### config.mk
export PLATFORM = sky130hd
export DESIGN_NAME = alu_cmd_sequencer_flat
export DESIGN_NICKNAME = d
export VERILOG_FILES = /design/src/rtl/alu_cmd_sequencer_if.sv /design/src/rtl/alu_cmd_sequencer.sv /design/src/flat_wrapper.sv
export SDC_FILE = /design/constraint.sdc
export NUM_CORES = 1
export LEC_CHECK = 0
export CAP_MARGIN = 20
export CORE_MARGIN = 4
export CORE_UTILIZATION = 64
export DETAILED_ROUTE_END_ITERATION = 16
export PLACE_DENSITY = 0.87
export SLEW_MARGIN = 10
export SYNTH_ARGS = -nofsm -noshare
export SYNTH_HDL_FRONTEND = slang
export SYNTH_SLANG_ARGS = --single-unit
### constraint.sdc
create_clock -name clk -period 4.74 [get_ports clk]
set_input_delay 0.948 -clock clk [delete_from_list [all_inputs] [get_ports clk]]
set_output_delay 0.948 -clock clk [all_outputs]
set_load 0.02 [all_outputs]
### src/rtl/alu_cmd_sequencer_if.sv
// ALU command handshake between the command sequencer (master) and the
// ALU/regfile top (slave): start_cmd/op/rd/rs1/rs2 out, cmd_done/z/c back.
interface alu_cmd_sequencer_if;
  logic       start_cmd;
  logic [2:0] op_out;
  logic [2:0] rd_out;
  logic [2:0] rs1_out;
  logic [2:0] rs2_out;
  logic       cmd_done;
  logic       z_flag_in;
  logic       c_flag_in;

  modport master (
    output start_cmd, op_out, rd_out, rs1_out, rs2_out,
    input  cmd_done, z_flag_in, c_flag_in
  );

  modport slave (
    input  start_cmd, op_out, rd_out, rs1_out, rs2_out,
    output cmd_done, z_flag_in, c_flag_in
  );
endinterface

### src/rtl/alu_cmd_sequencer.sv
// alu_cmd_sequencer: holds a small program of 12-bit ALU commands
// {op, rd, rs1, rs2} and issues them one at a time over the ALU command
// handshake, waiting for cmd_done between commands.
// Optional WAIT timeout enabled by defining ALU_SEQ_TIMEOUT_EN.
module alu_cmd_sequencer #(
  parameter int unsigned PROG_DEPTH  = 16,
  parameter int unsigned PC_W        = 4,
  parameter int unsigned TIMEOUT_CYC = 64
) (
  input  logic                clk,
  input  logic                rst,
  input  logic                prog_we,
  input  logic [PC_W-1:0]     prog_addr,
  input  logic [11:0]         prog_wdata,
  input  logic [PC_W:0]       prog_len,
  input  logic                run,
  input  logic                abort,
  alu_cmd_sequencer_if.master cmd_if,
  output logic                busy,
  output logic                seq_done,
  output logic [PC_W-1:0]     pc_out,
  output logic                last_z,
  output logic                last_c,
  output logic                seq_err
);

  typedef enum logic [2:0] {
    S_IDLE,
    S_FETCH,
    S_ISSUE,
    S_WAIT,
    S_DONE,
    S_ERR
  } state_t;

  localparam logic [PC_W:0] DepthL = (PC_W+1)'(PROG_DEPTH);

  logic [11:0]     mem [PROG_DEPTH];

  state_t          state_q, state_d;
  logic [PC_W-1:0] pc_q, pc_d;
  logic [PC_W:0]   len_q, len_d;
  logic [11:0]     cmd_q, cmd_d;
  logic            last_z_q, last_z_d;
  logic            last_c_q, last_c_d;
  logic            last_cmd;

`ifdef ALU_SEQ_TIMEOUT_EN
  localparam int unsigned TmoW = $clog2(TIMEOUT_CYC + 1);
  logic [TmoW-1:0] tmo_q, tmo_d;
  logic            tmo_hit;
  logic            seq_err_q, seq_err_d;

  assign tmo_hit = (tmo_q == TmoW'(TIMEOUT_CYC - 1));
`endif

  // len_q is at least 1 whenever a command is in flight, so len-1 never underflows there
  assign last_cmd = ({1'b0, pc_q} == (len_q - (PC_W+1)'(1)));

  // Program memory: written only while idle, out-of-range addresses dropped, never reset
  always_ff @(posedge clk) begin
    if (prog_we && (state_q == S_IDLE) && (32'(prog_addr) < PROG_DEPTH)) begin
      mem[prog_addr] <= prog_wdata;
    end
  end

  // FSM state register
  always_ff @(posedge clk or posedge rst) begin
    if (rst) begin
      state_q <= S_IDLE;
    end else begin
      state_q <= state_d;
    end
  end

  // FSM next-state logic; abort overrides everything
  always_comb begin
    state_d = state_q;
    if (abort) begin
      state_d = S_IDLE;
    end else begin
      case (state_q)
        S_IDLE: begin
          if (run) begin
            state_d = (prog_len == '0) ? S_DONE : S_FETCH;
          end
        end
        S_FETCH: state_d = S_ISSUE;
        S_ISSUE: state_d = S_WAIT;
        S_WAIT: begin
          if (cmd_if.cmd_done) begin
            state_d = last_cmd ? S_DONE : S_FETCH;
          end
`ifdef ALU_SEQ_TIMEOUT_EN
          else if (tmo_hit) begin
            state_d = S_ERR;
          end
`endif
        end
        S_DONE:  state_d = S_IDLE;
        S_ERR:   state_d = S_IDLE;
        default: state_d = S_IDLE;
      endcase
    end
  end

  // FSM outputs decoded from the state register only, so rst clears start_cmd immediately
  always_comb begin
    cmd_if.start_cmd = (state_q == S_ISSUE);
    busy             = (state_q != S_IDLE);
    seq_done         = (state_q == S_DONE);
  end

  // Datapath next-state: pc/len/command/flags; abort freezes everything at last values
  always_comb begin
    pc_d     = pc_q;
    len_d    = len_q;
    cmd_d    = cmd_q;
    last_z_d = last_z_q;
    last_c_d = last_c_q;
`ifdef ALU_SEQ_TIMEOUT_EN
    tmo_d     = tmo_q;
    seq_err_d = seq_err_q;
`endif
    if (!abort) begin
      case (state_q)
        S_IDLE: begin
          if (run) begin
`ifdef ALU_SEQ_TIMEOUT_EN
            seq_err_d = 1'b0;
`endif
            if (prog_len != '0) begin
              len_d = (prog_len > DepthL) ? DepthL : prog_len;
              pc_d  = '0;
            end
          end
        end
        S_FETCH: cmd_d = mem[pc_q];
`ifdef ALU_SEQ_TIMEOUT_EN
        S_ISSUE: tmo_d = '0;
        S_ERR:   seq_err_d = 1'b1;
`endif
        S_WAIT: begin
          if (cmd_if.cmd_done) begin
            last_z_d = cmd_if.z_flag_in;
            last_c_d = cmd_if.c_flag_in;
            if (!last_cmd) begin
              pc_d = pc_q + PC_W'(1);
            end
          end
`ifdef ALU_SEQ_TIMEOUT_EN
          else begin
            tmo_d = tmo_q + TmoW'(1);
          end
`endif
        end
        default: ;
      endcase
    end
  end

  // Datapath registers
  always_ff @(posedge clk or posedge rst) begin
    if (rst) begin
      pc_q     <= '0;
      len_q    <= '0;
      cmd_q    <= '0;
      last_z_q <= 1'b0;
      last_c_q <= 1'b0;
`ifdef ALU_SEQ_TIMEOUT_EN
      tmo_q     <= '0;
      seq_err_q <= 1'b0;
`endif
    end else begin
      pc_q     <= pc_d;
      len_q    <= len_d;
      cmd_q    <= cmd_d;
      last_z_q <= last_z_d;
      last_c_q <= last_c_d;
`ifdef ALU_SEQ_TIMEOUT_EN
      tmo_q     <= tmo_d;
      seq_err_q <= seq_err_d;
`endif
    end
  end

  assign cmd_if.op_out  = cmd_q[11:9];
  assign cmd_if.rd_out  = cmd_q[8:6];
  assign cmd_if.rs1_out = cmd_q[5:3];
  assign cmd_if.rs2_out = cmd_q[2:0];
  assign pc_out         = pc_q;
  assign last_z         = last_z_q;
  assign last_c         = last_c_q;

`ifdef ALU_SEQ_TIMEOUT_EN
  assign seq_err = seq_err_q;
`else
  assign seq_err = 1'b0;
`endif

endmodule

### src/flat_wrapper.sv
// flat-port wrapper written by rule: the top's interface ports become plain ports
module alu_cmd_sequencer_flat 
#(
  parameter int unsigned PROG_DEPTH  = 16,
  parameter int unsigned PC_W        = 4,
  parameter int unsigned TIMEOUT_CYC = 64
)
  (clk, rst, prog_we, prog_addr, prog_wdata, prog_len, run, abort, busy, seq_done, pc_out, last_z, last_c, seq_err, cmd_if_start_cmd, cmd_if_op_out, cmd_if_rd_out, cmd_if_rs1_out, cmd_if_rs2_out, cmd_if_cmd_done, cmd_if_z_flag_in, cmd_if_c_flag_in);
  alu_cmd_sequencer_if cmd_if_i ();
  input  logic clk;
  input  logic rst;
  input  logic prog_we;
  input  logic [PC_W-1:0] prog_addr;
  input  logic [11:0] prog_wdata;
  input  logic [PC_W:0] prog_len;
  input  logic run;
  input  logic abort;
  output logic busy;
  output logic seq_done;
  output logic [PC_W-1:0] pc_out;
  output logic last_z;
  output logic last_c;
  output logic seq_err;
  output wire logic [$bits(cmd_if_i.start_cmd)-1:0] cmd_if_start_cmd;
  output wire logic [$bits(cmd_if_i.op_out)-1:0] cmd_if_op_out;
  output wire logic [$bits(cmd_if_i.rd_out)-1:0] cmd_if_rd_out;
  output wire logic [$bits(cmd_if_i.rs1_out)-1:0] cmd_if_rs1_out;
  output wire logic [$bits(cmd_if_i.rs2_out)-1:0] cmd_if_rs2_out;
  input wire logic [$bits(cmd_if_i.cmd_done)-1:0] cmd_if_cmd_done;
  input wire logic [$bits(cmd_if_i.z_flag_in)-1:0] cmd_if_z_flag_in;
  input wire logic [$bits(cmd_if_i.c_flag_in)-1:0] cmd_if_c_flag_in;
  assign cmd_if_start_cmd = cmd_if_i.start_cmd;
  assign cmd_if_op_out = cmd_if_i.op_out;
  assign cmd_if_rd_out = cmd_if_i.rd_out;
  assign cmd_if_rs1_out = cmd_if_i.rs1_out;
  assign cmd_if_rs2_out = cmd_if_i.rs2_out;
  assign cmd_if_i.cmd_done = cmd_if_cmd_done;
  assign cmd_if_i.z_flag_in = cmd_if_z_flag_in;
  assign cmd_if_i.c_flag_in = cmd_if_c_flag_in;
  alu_cmd_sequencer #(.PROG_DEPTH(PROG_DEPTH), .PC_W(PC_W), .TIMEOUT_CYC(TIMEOUT_CYC)) u_core (.clk(clk), .rst(rst), .prog_we(prog_we), .prog_addr(prog_addr), .prog_wdata(prog_wdata), .prog_len(prog_len), .run(run), .abort(abort), .cmd_if(cmd_if_i), .busy(busy), .seq_done(seq_done), .pc_out(pc_out), .last_z(last_z), .last_c(last_c), .seq_err(seq_err));
endmodule
## Word-level counts from Yosys, hierarchy flattened

Memories as Yosys holds them, arrays and structs flattened. A register that Yosys moved wholly into a read port is not among the register bits.
Cells that the tools add are included.

| cells by class | value |
|---|---|
| eq/ne operators | 11 |
| muxes and demuxes | 14 |
| add/sub/neg operators | 2 |
| $mul | 0 |
| reductions and logical operators | 11 |
| div/mod/pow operators | 0 |
| order comparisons | 1 |
| shift operators | 0 |
| bitwise operators | 1 |

Operators with widths:

| kind | number |
|---|---|
| two-way mux 4 bit | 4 |
| two-way mux 3 bit | 5 |
| one-hot mux 3 bit (4 select lines) | 1 |
| != test 2 bit (second input constant) | 4 |
| one-hot mux 4 bit (2 select lines) | 1 |
| equality test 3 x 2 -> 1 bit (second input constant) | 2 |
| != test 3 bit (second input constant) | 2 |
| AND reduction 6 bit | 1 |
| equality test 4 x 5 -> 1 bit | 1 |
| greater-than comparator 5 bit (second input constant) | 1 |
| zero test 5 bit | 1 |
| two-way mux 5 bit | 1 |
| nonzero test 5 bit | 1 |
| subtractor 5 x 1 -> 5 bit (second input constant) | 1 |
| adder 4 x 1 -> 4 bit (second input constant) | 1 |
| AND reduction 2 bit | 2 |
| AND reduction 4 bit | 1 |
| equality test 3 x 1 -> 1 bit (second input constant) | 1 |
| equality test 3 bit (second input constant) | 1 |
| zero test 3 bit | 1 |
| AND reduction 3 bit | 1 |
| nonzero test 3 bit | 1 |
| two-way mux 1 bit | 2 |
| nonzero test 2 bit | 1 |
| other kinds (2) | 2 |

| word-level totals | value |
|---|---|
| word-level logic and storage cells | 46 |
| input bits | 29 |
| memories | 1 |
| bits in read-only memories | 0 |
| RAM bits | 192 |
| register bits after elaboration | 14 |
| bits in latches | 0 |
| output and inout bits | 22 |

Memory list:

| name | depth | bits a word | rd ports | clocked after memory_dff | wr ports | line | source |
|---|---|---|---|---|---|---|---|
| u_core.mem | 16 | 12 | 1 | 1 | 1 | alu_cmd_sequencer.sv:38 | `logic [11:0] mem [PROG_DEPTH];` |

## Logic depth before layout (Yosys ltp)

Gate-level depths: netlist of run 1.

| depth | value |
|---|---|
| depth after elaboration | 6 |
| mapped depth | 8 |

## Worst setup path before layout of run 1

Ideal clock, no wire load.

| timing | value |
|---|---|
| path kind | input to register |
| start | in prog_we |
| end | mem u_core.mem[0][0], enable pin |
| data required time | 4.344 ns |
| path slack | 2.095 ns |
| stages | 3 |
| arrival | 2.248 ns |
| buffers on the path | 0 |
| path through | nand2_1 > or3_1 > nor3_1 |

| on the way | value |
|---|---|
| word-level cells in the longest chain between the ends | 3 |

RTL lines:

| what | line | source |
|---|---|---|
| from (decl) | flat_wrapper.sv:12 | `input logic prog_we;` |
| logical AND 1 bit | alu_cmd_sequencer.sv:62 | `if (prog_we && (state_q == S_IDLE) && (32'(prog_addr) < PROG_DEPTH)) begin` |
| two-way mux 1 bit | alu_cmd_sequencer.sv:62 |  |
| two-way mux 1 bit (not written as such) | alu_cmd_sequencer.sv:63 | `mem[prog_addr] <= prog_wdata;` |
| to (decl) | alu_cmd_sequencer.sv:38 |  |

Every way passes these cells.

## Worst setup path in the final report of run 1

| timing | value |
|---|---|
| start | reg u_core.pc_q[0] (netlist: u_core.pc_out[0]) |
| end | out pc_out[0] |

RTL lines:

| what | line | source |
|---|---|---|
| from (decl) | alu_cmd_sequencer.sv:41 | `logic [PC_W-1:0] pc_q, pc_d;` |
| from (signal assigned) | alu_cmd_sequencer.sv:175 | `pc_q <= pc_d;` |
| to (decl) | flat_wrapper.sv:20 | `output logic [PC_W-1:0] pc_out;` |

No word-level cell between the ends.

==> results of run 1 <==
power by group through the flow:
stage | clock network, mW | logic [mW] | registers, mW
detailed placement | 0 | 1.05 | 2.45
CTS | 1.68 | 1.07 | 2.42
finish | 1.66 | 1.07 | 2.41
global placement | 0 | 1.01 | 2.44
global route | 1.76 | 1.15 | 2.44
floorplan | 0 | 0.744 | 2.39
cell type report:
cell class,instances,area [um^2]
inverter,8,30.03
multi-input combinational,238,2187
clock buffer,23,554.3
clock inverter,16,141.4
sequential,218,6421
timing repair buffer,69,671.9
fill,733,3122
tap,176,220.2
metrics by stage:
step / util / cell area (um^2) / std cells
6_report: 0.7661 / 10230 / 748
5_1_grt: 0.7661 / 10230 / 748
4_1_cts: 0.7627 / 10180 / 745
3_5_place_dp: 0.7105 / 9484 / 706
3_3_place_gp: 0.7077 / 9447 / 702
2_1_floorplan: - / 8758 / 488
cells by family after synthesis:
| kind of cell | Yosys count |
|---|---|
| AO/OA/AOI/OAI | 56 |
| XOR/XNOR | 5 |
| adder cells (fa/ha/maj) | 2 |
| buffers and inverters | 32 |
| flip-flops | 218 |
| multiplexers | 88 |
| other | 1 |
| AND/OR/NAND/NOR | 86 |
per-layer routing:
metal / part of all wire / GRT usage / vias to the layer above
met3: 0.086 / 0.05245 / 56
met2: 0.49 / 0.3983 / 280
li1: - / - / 2075
met1: 0.39 / 0.3520 / 2486
met4: 0.032 / 0.08673 / 0
met5: 0 / 0 / -
cells in the final DEF (no fill, tap or decap), types with 12 or more instances in the layout:
cell             instances
mux2_2                  17
nor2_1                  25
o211ai_1                12
clkbuf_16               22
edfxtp_1               192
nand2_1                 16
nand3_1                 12
clkdlybuf4s50_1         49
dfrtp_1                 24
mux2i_1                 39
a21oi_1                 12
mux4_2                  32
buf_4                   16
how the worst min path moves through the flow:
stage / start / end / slack, ps / depth (start not counted)
after floorplan: u_core.len_q[1] / u_core.len_q[1] / 520 / 2
after global placement: u_core.last_z / u_core.last_z / 490 / 1
after detailed placement: u_core.cmd_q[4] / u_core.cmd_q[4] / 500 / 2
after CTS: u_core.cmd_q[4] / u_core.cmd_q[4] / 520 / 2
after global routing: u_core.cmd_q[4] / u_core.cmd_q[4] / 540 / 2
final: u_core.cmd_q[4] / u_core.cmd_q[4] / 510 / 2
synthesized netlist by cell type, types with 2 or more instances:
master      n
edfxtp_1  192
mux2i_1    39
mux4_2     32
dfrtp_1    26
nor2_1     25
mux2_2     17
nand2_1    16
a21oi_1    12
nand3_1    12
o211ai_1   12
buf_2      10
o21ai_0     9
a22oi_1     8
o21a_1      8
clkbuf_1    7
inv_1       7
nor3_1      7
nand2b_1    5
a221o_1     4
buf_4       4
nor2b_1     4
nand3b_1    3
xnor2_1     3
buf_1       2
ha_1        2
nand4_1     2
nand4b_1    2
nor3b_1     2
or4_1       2
xor2_1      2
state kept, by name, summed over array words and instances (netlist names):
register / flops
u_core.len_q: 5
u_core.last_z: 1
u_core.cmd_q: 12
u_core.state_q: 3
u_core.pc_out: 4
u_core.mem: 192
u_core.last_c: 1
==> summary.txt, run 1 <==
Global routing
  • Pin count of the biggest net entering global routing: 54
  • Antenna violations before repair: 0
  • Tot GR Track Use: 0.2502
  • Gr ovfl total: 0
  • First-pass GRT wire length: 29.90 mm
  • Vias in the first global route: roughly 5000

Floorplanning
  • I/O Pins: around 50
  • Die width: ~120 um
  • Core Region: about 13000 um^2
  • DIE HEIGHT: about 120 um
  • Die Footprint: approximately 16000 um^2
  • Initial Utilization: 0.6562
  • Row count: between 40 and 50

STA
  • Final slew viol count: 0
  • Slew @ Worst Pin: 960.5 ps
  • TNS Setup: 0 ps
  • Hold WS: roughly 500 ps
  • Maximum operating frequency: just over 300 MHz
  • Setup Skew: approximately 20 ps
  • Minimum clock period: between 3000 and 4000 ps
  • Final setup viols: 0
  • Max_slew headroom: 0.3573
  • Final hold violations: 0
  • Setup ws final: ~1500 ps
  • Final Cycle Share: 0.6882
  • Unrepaired setup endpoints after global routing: no

Clocking
  • Clk pin slew, worst setup/hold paths: about 60 ps
  • CTS Buf Count: 22
  • H-tree depth: 1
  • Post-CTS Setup Inserts: 0
  • Root Buffer: clkbuf_16
  • Clock Latency Late Sink: around 500 ps
  • CTS sink cnt: around 220
  • CTS tree: yes
  • Cts repair resizes: 0
  • Max clock buf depth: 3
  • Post-CTS Hold Buffers: 0

Layout
  • Ant diodes: 0
  • Layout cell share with drive strength beyond 1: 0.1871
  • Fin nets: 588
  • Area grow syn2layout: 16.76%

Worst setup path
  • Critical path's slowest cell: dfrtp_4
  • Reg2reg setup slack: approximately 1900 ps
  • Worst setup SP type: flop
  • Setup crit end kind: output port
  • R2R depth: 5
  • RR Endpoint: u_core.mem[12][2]
  • CP endpoint: pc_out[0]
  • CP top delay family: flip-flops
  • Cell count along the critical path: 1
  • R2r startpoint: u_core.state_q[0]
  • Buf/Inv on CP: 1
  • Worst path required time: 3790 ps
  • Arr. time, crit path: roughly 2300 ps
  • Worst setup path start: u_core.pc_out[0]
  • CP max FO: 48
  • Worst path max stage delay: just over 1000 ps
  • Setup CP Type: reg -> out
  • Crit path cell chain: clkdlybuf4s50_1

Routing
  • Routed length per instance: 25.86 um
  • Vias per cell: between 6 and 7
  • ANT nets after route: 0
  • Pre-Repair DR Iteration Count: 7
  • Total routed wirelength: roughly 19 mm
  • Initial drt markers: between 500 and 600
  • Vias: a little under 5000
  • Post-route DRC: 0

Power and ir drop
  • Leakage: roughly 3.3 nW
  • P_sw: ~1.4 mW
  • Comb pwr share: 0.208
  • Peak VDD IR: around 0.35 mV
  • Clk pwr share: 0.323
  • Tot Pwr: 5.148 mW
  • Register share of total power: 0.469
  • P_int: about 3.7 mW
  • Switching share of total power: 0.2763
  • P per Cell Area: roughly 500 nW/um^2

Place
  • # port buffers: 49
  • Final HPWL DP: between 10 and 15 mm
  • DP Worst Slack: around 1300 ps
  • Final GP Congestion: roughly 0.8

Yosys
  • #FFs+latches synth: approximately 220
  • Top-area cell type share of the netlist area: 0.6583
  • Post-synthesis mux area share: 0.1487
  • Ys async rst share: 0.1193
  • Sequential share of the synthesized area: 0.7326
  • Yosys warning total: 0
  • Ranking of synthesized cells by area: edfxtp_1 (66%), mux4_2 (8.2%), dfrtp_1 (7.4%)
  • Synth Area per Inst: between 15 and 20 um^2
  • Synth cell types: 42
  • Mapped Nets: approximately 520
  • Synth Flop Type: edfxtp_1
  • Mapped Cells: between 400 and 500
  • Mapped Area: ~9000 um^2
  • Largest family of logic cells by synthesized area: multiplexers
  • Fraction of the mapped netlist area in compound gates: 0.04343
  • Synth Area in Simple Gates: 0.04929
  • Post-synth top area cell: edfxtp_1
  • Post-synth EDFFs: 192
  • Adder-cell share of the synthesized area: 0.002857
  • Post-Synth XOR/XNOR Area: 0.005000

Flow run
  • Max-cap violations: 0

Hold path
  • Hold crit path type: reg -> reg

Status
  • Status: completed
No activity file was read; power rests on OpenSTA's default activity.
==> inputs of run 2 (changes only) <==
- CORE_UTILIZATION: 64 -> 53
- PLACE_DENSITY: 0.87 -> 0.77
- clock period: 4.74 -> 2.98 ns (I/O delays scaled with it)
==> run 2 against run 1 <==
Non-clock buffer count up 8; global-route usage fell by 5.2 points; highest routed layer unchanged; sequential power increased by 56%.
==> summary.txt, run 2 (same netlist as run 1, synthesis figures left out) <==
Status
  • Status: completed

Routing
  • Pre-Repair DR Iteration Count: 5 (-2)
  • Total routed wirelength: 17.79 mm (-8.0%)
  • Vias: 4713 (-3.8%)
  • Vias per cell: 5.913 (-9.7%)
  • Routed length per instance: 22.32 um (-14%)
  • ANT nets after route: 0 (unchanged)
  • Initial drt markers: 398 (-24%)
  • Post-route DRC: 0 (unchanged)

Flow run
  • Max-cap violations: 0 (unchanged)

Place
  • Final HPWL DP: 11.25 mm (-0.55%)
  • Final GP Congestion: 0.8336 (+3.8%)
  • # port buffers: 49 (unchanged)
  • DP Worst Slack: 456.6 ps (-802.8 ps)

Global routing
  • Pin count of the biggest net entering global routing: 37 (-31%)
  • Gr ovfl total: 0 (unchanged)
  • Tot GR Track Use: 0.1984 (-0.05179)
  • Vias in the first global route: 4945 (-1.8%)
  • First-pass GRT wire length: 27.84 mm (-6.9%)
  • Antenna violations before repair: 0 (unchanged)

STA
  • Maximum operating frequency: between 300 and 400 MHz
  • Max_slew headroom: 0.4211 (+0.06375)
  • Final setup viols: 0 (unchanged)
  • Final slew viol count: 0 (unchanged)
  • Setup Skew: 7.479 ps (-12.21 ps)
  • Slew @ Worst Pin: 867.4 ps (-93.03 ps)
  • Setup ws final: 145.1 ps (-1333 ps)
  • TNS Setup: 0 ps (unchanged)
  • Final hold violations: 0 (unchanged)
  • Final Cycle Share: 0.9513
  • Hold WS: 505.8 ps (-8.402 ps)
  • Minimum clock period: between 2000 and 3000 ps
  • Unrepaired setup endpoints after global routing: no

Clocking
  • Post-CTS Setup Inserts: 0 (unchanged)
  • Max clock buf depth: 3 (unchanged)
  • CTS Buf Count: 22 (unchanged)
  • H-tree depth: 1 (unchanged)
  • Clock Latency Late Sink: 490 ps (-20 ps)
  • Cts repair resizes: 0 (unchanged)
  • Clk pin slew, worst setup/hold paths: 60 ps (about the same)
  • Root Buffer: clkbuf_16
  • Post-CTS Hold Buffers: 0 (unchanged)
  • CTS sink cnt: 218 (unchanged)
  • CTS tree: yes

Layout
  • Largest register FFs: 192 (unchanged)
  • Biggest regs: u_core.mem (192), u_core.cmd_q (12), u_core.len_q (5)
  • Layout cell share with drive strength beyond 1: 0.1979 (+0.01087)
  • Area grow syn2layout: 18.26%
  • Most flop-heavy register: u_core.mem
  • Most frequent cells in the layout: edfxtp_1 (192), clkdlybuf4s50_1 (49), mux2i_1 (39), mux4_2 (32), buf_4 (27)
  • Most common cell after layout, fill and taps aside: edfxtp_1
  • Ant diodes: 0 (unchanged)
  • # fillers: 1061 (+45%)
  • Fin nets: 596 (+1.4%)

Floorplanning
  • Die Footprint: 18650 um^2 (+19%)
  • DIE HEIGHT: 136.6 um (+9.3%)
  • Initial Utilization: 0.5454 (-0.1107)
  • Core Region: 16060 um^2 (+20%)
  • Die width: 136.6 um (+9.3%)
  • Row count: 46 (+9.5%)
  • I/O Pins: 51 (unchanged)

Worst setup path
  • CP max FO: 12 (-75%)
  • Setup CP Type: reg -> out
  • Worst path required time: 2380 ps (-1410 ps)
  • Worst setup SP type: flop
  • Arr. time, crit path: 2240 ps (-70 ps)
  • Setup crit end kind: output port

Hold path
  • Hold crit path type: reg -> reg

Power and ir drop
  • Leakage: 3.373 nW (+1.5%)
  • Peak VDD IR: 0.5082 mV (+46%)
  • P per Cell Area: 794.9 nW/um^2 (+58%)
  • Tot Pwr: 8.233 mW (+60%)
[run 2: cell count changes in the layout (fill, tap and decap cells not counted), sizes merged]
cell and delta:
clkbuf +11, buf +8, clkinv -8, clkinvlp -2
[run 2: layer usage]
layer	part of all wire	vias to the layer above	routed length (um)	global-route usage
li1	-	2092	-	-
met1	0.42	2400	7531	0.2851
met2	0.49	201	8803	0.3275
met3	0.069	20	1221	0.02941
met4	0.013	0	229	0.04367
met5	0	-	0	0
[run 2: per-stage QoR]
step	cells	area (um^2)	util
after global placement	757	9642	0.6004
final	797	10360	0.6450
after global routing	797	10360	0.6450
after detailed placement	757	9642	0.6004
after CTS	797	10360	0.6450
after floorplan	488	8758	-
[run 2: critical path: stages, from the launching register on]
cell and delay [ps]:
dfrtp_1 500, nor3_2 610, inv_1 80, clkdlybuf4s50_1 550
[run 2: worst paths after layout]
check                                        from               end  slack (ps)  cells past startpoint
max in group asynchronous                     rst  u_core.pc_out[0]        1760                      2
worst max register to register  u_core.state_q[0]  u_core.mem[6][2]         390                      6
worst min-delay path                u_core.last_c     u_core.last_c         510                      1
min in group asynchronous                     rst   u_core.cmd_q[3]         590                      2
worst max-delay path            u_core.state_q[0]              busy         150                      3
worst min register to register      u_core.last_c     u_core.last_c         510                      1
[run 2: final cells by class]
class,instances,area [um^2],share of cell area
well taps,216,270.3,0.02609
clock inverters,6,78.83,0.007611
repair buffers,77,713.2,0.06886
inverters,8,30.03,0.002899
flip-flops and latches,218,6421,0.6200
multi-input cells,238,2207,0.2131
clock buffers,34,636.9,0.06149
[run 2: report_power, final]
part           leakage, nW  switching, mW  total (mW)  internal, mW
Sequential            2.06          0.228        3.76          3.53
Clock                0.350           1.05        2.69          1.64
Combinational        0.962          0.877        1.78         0.905
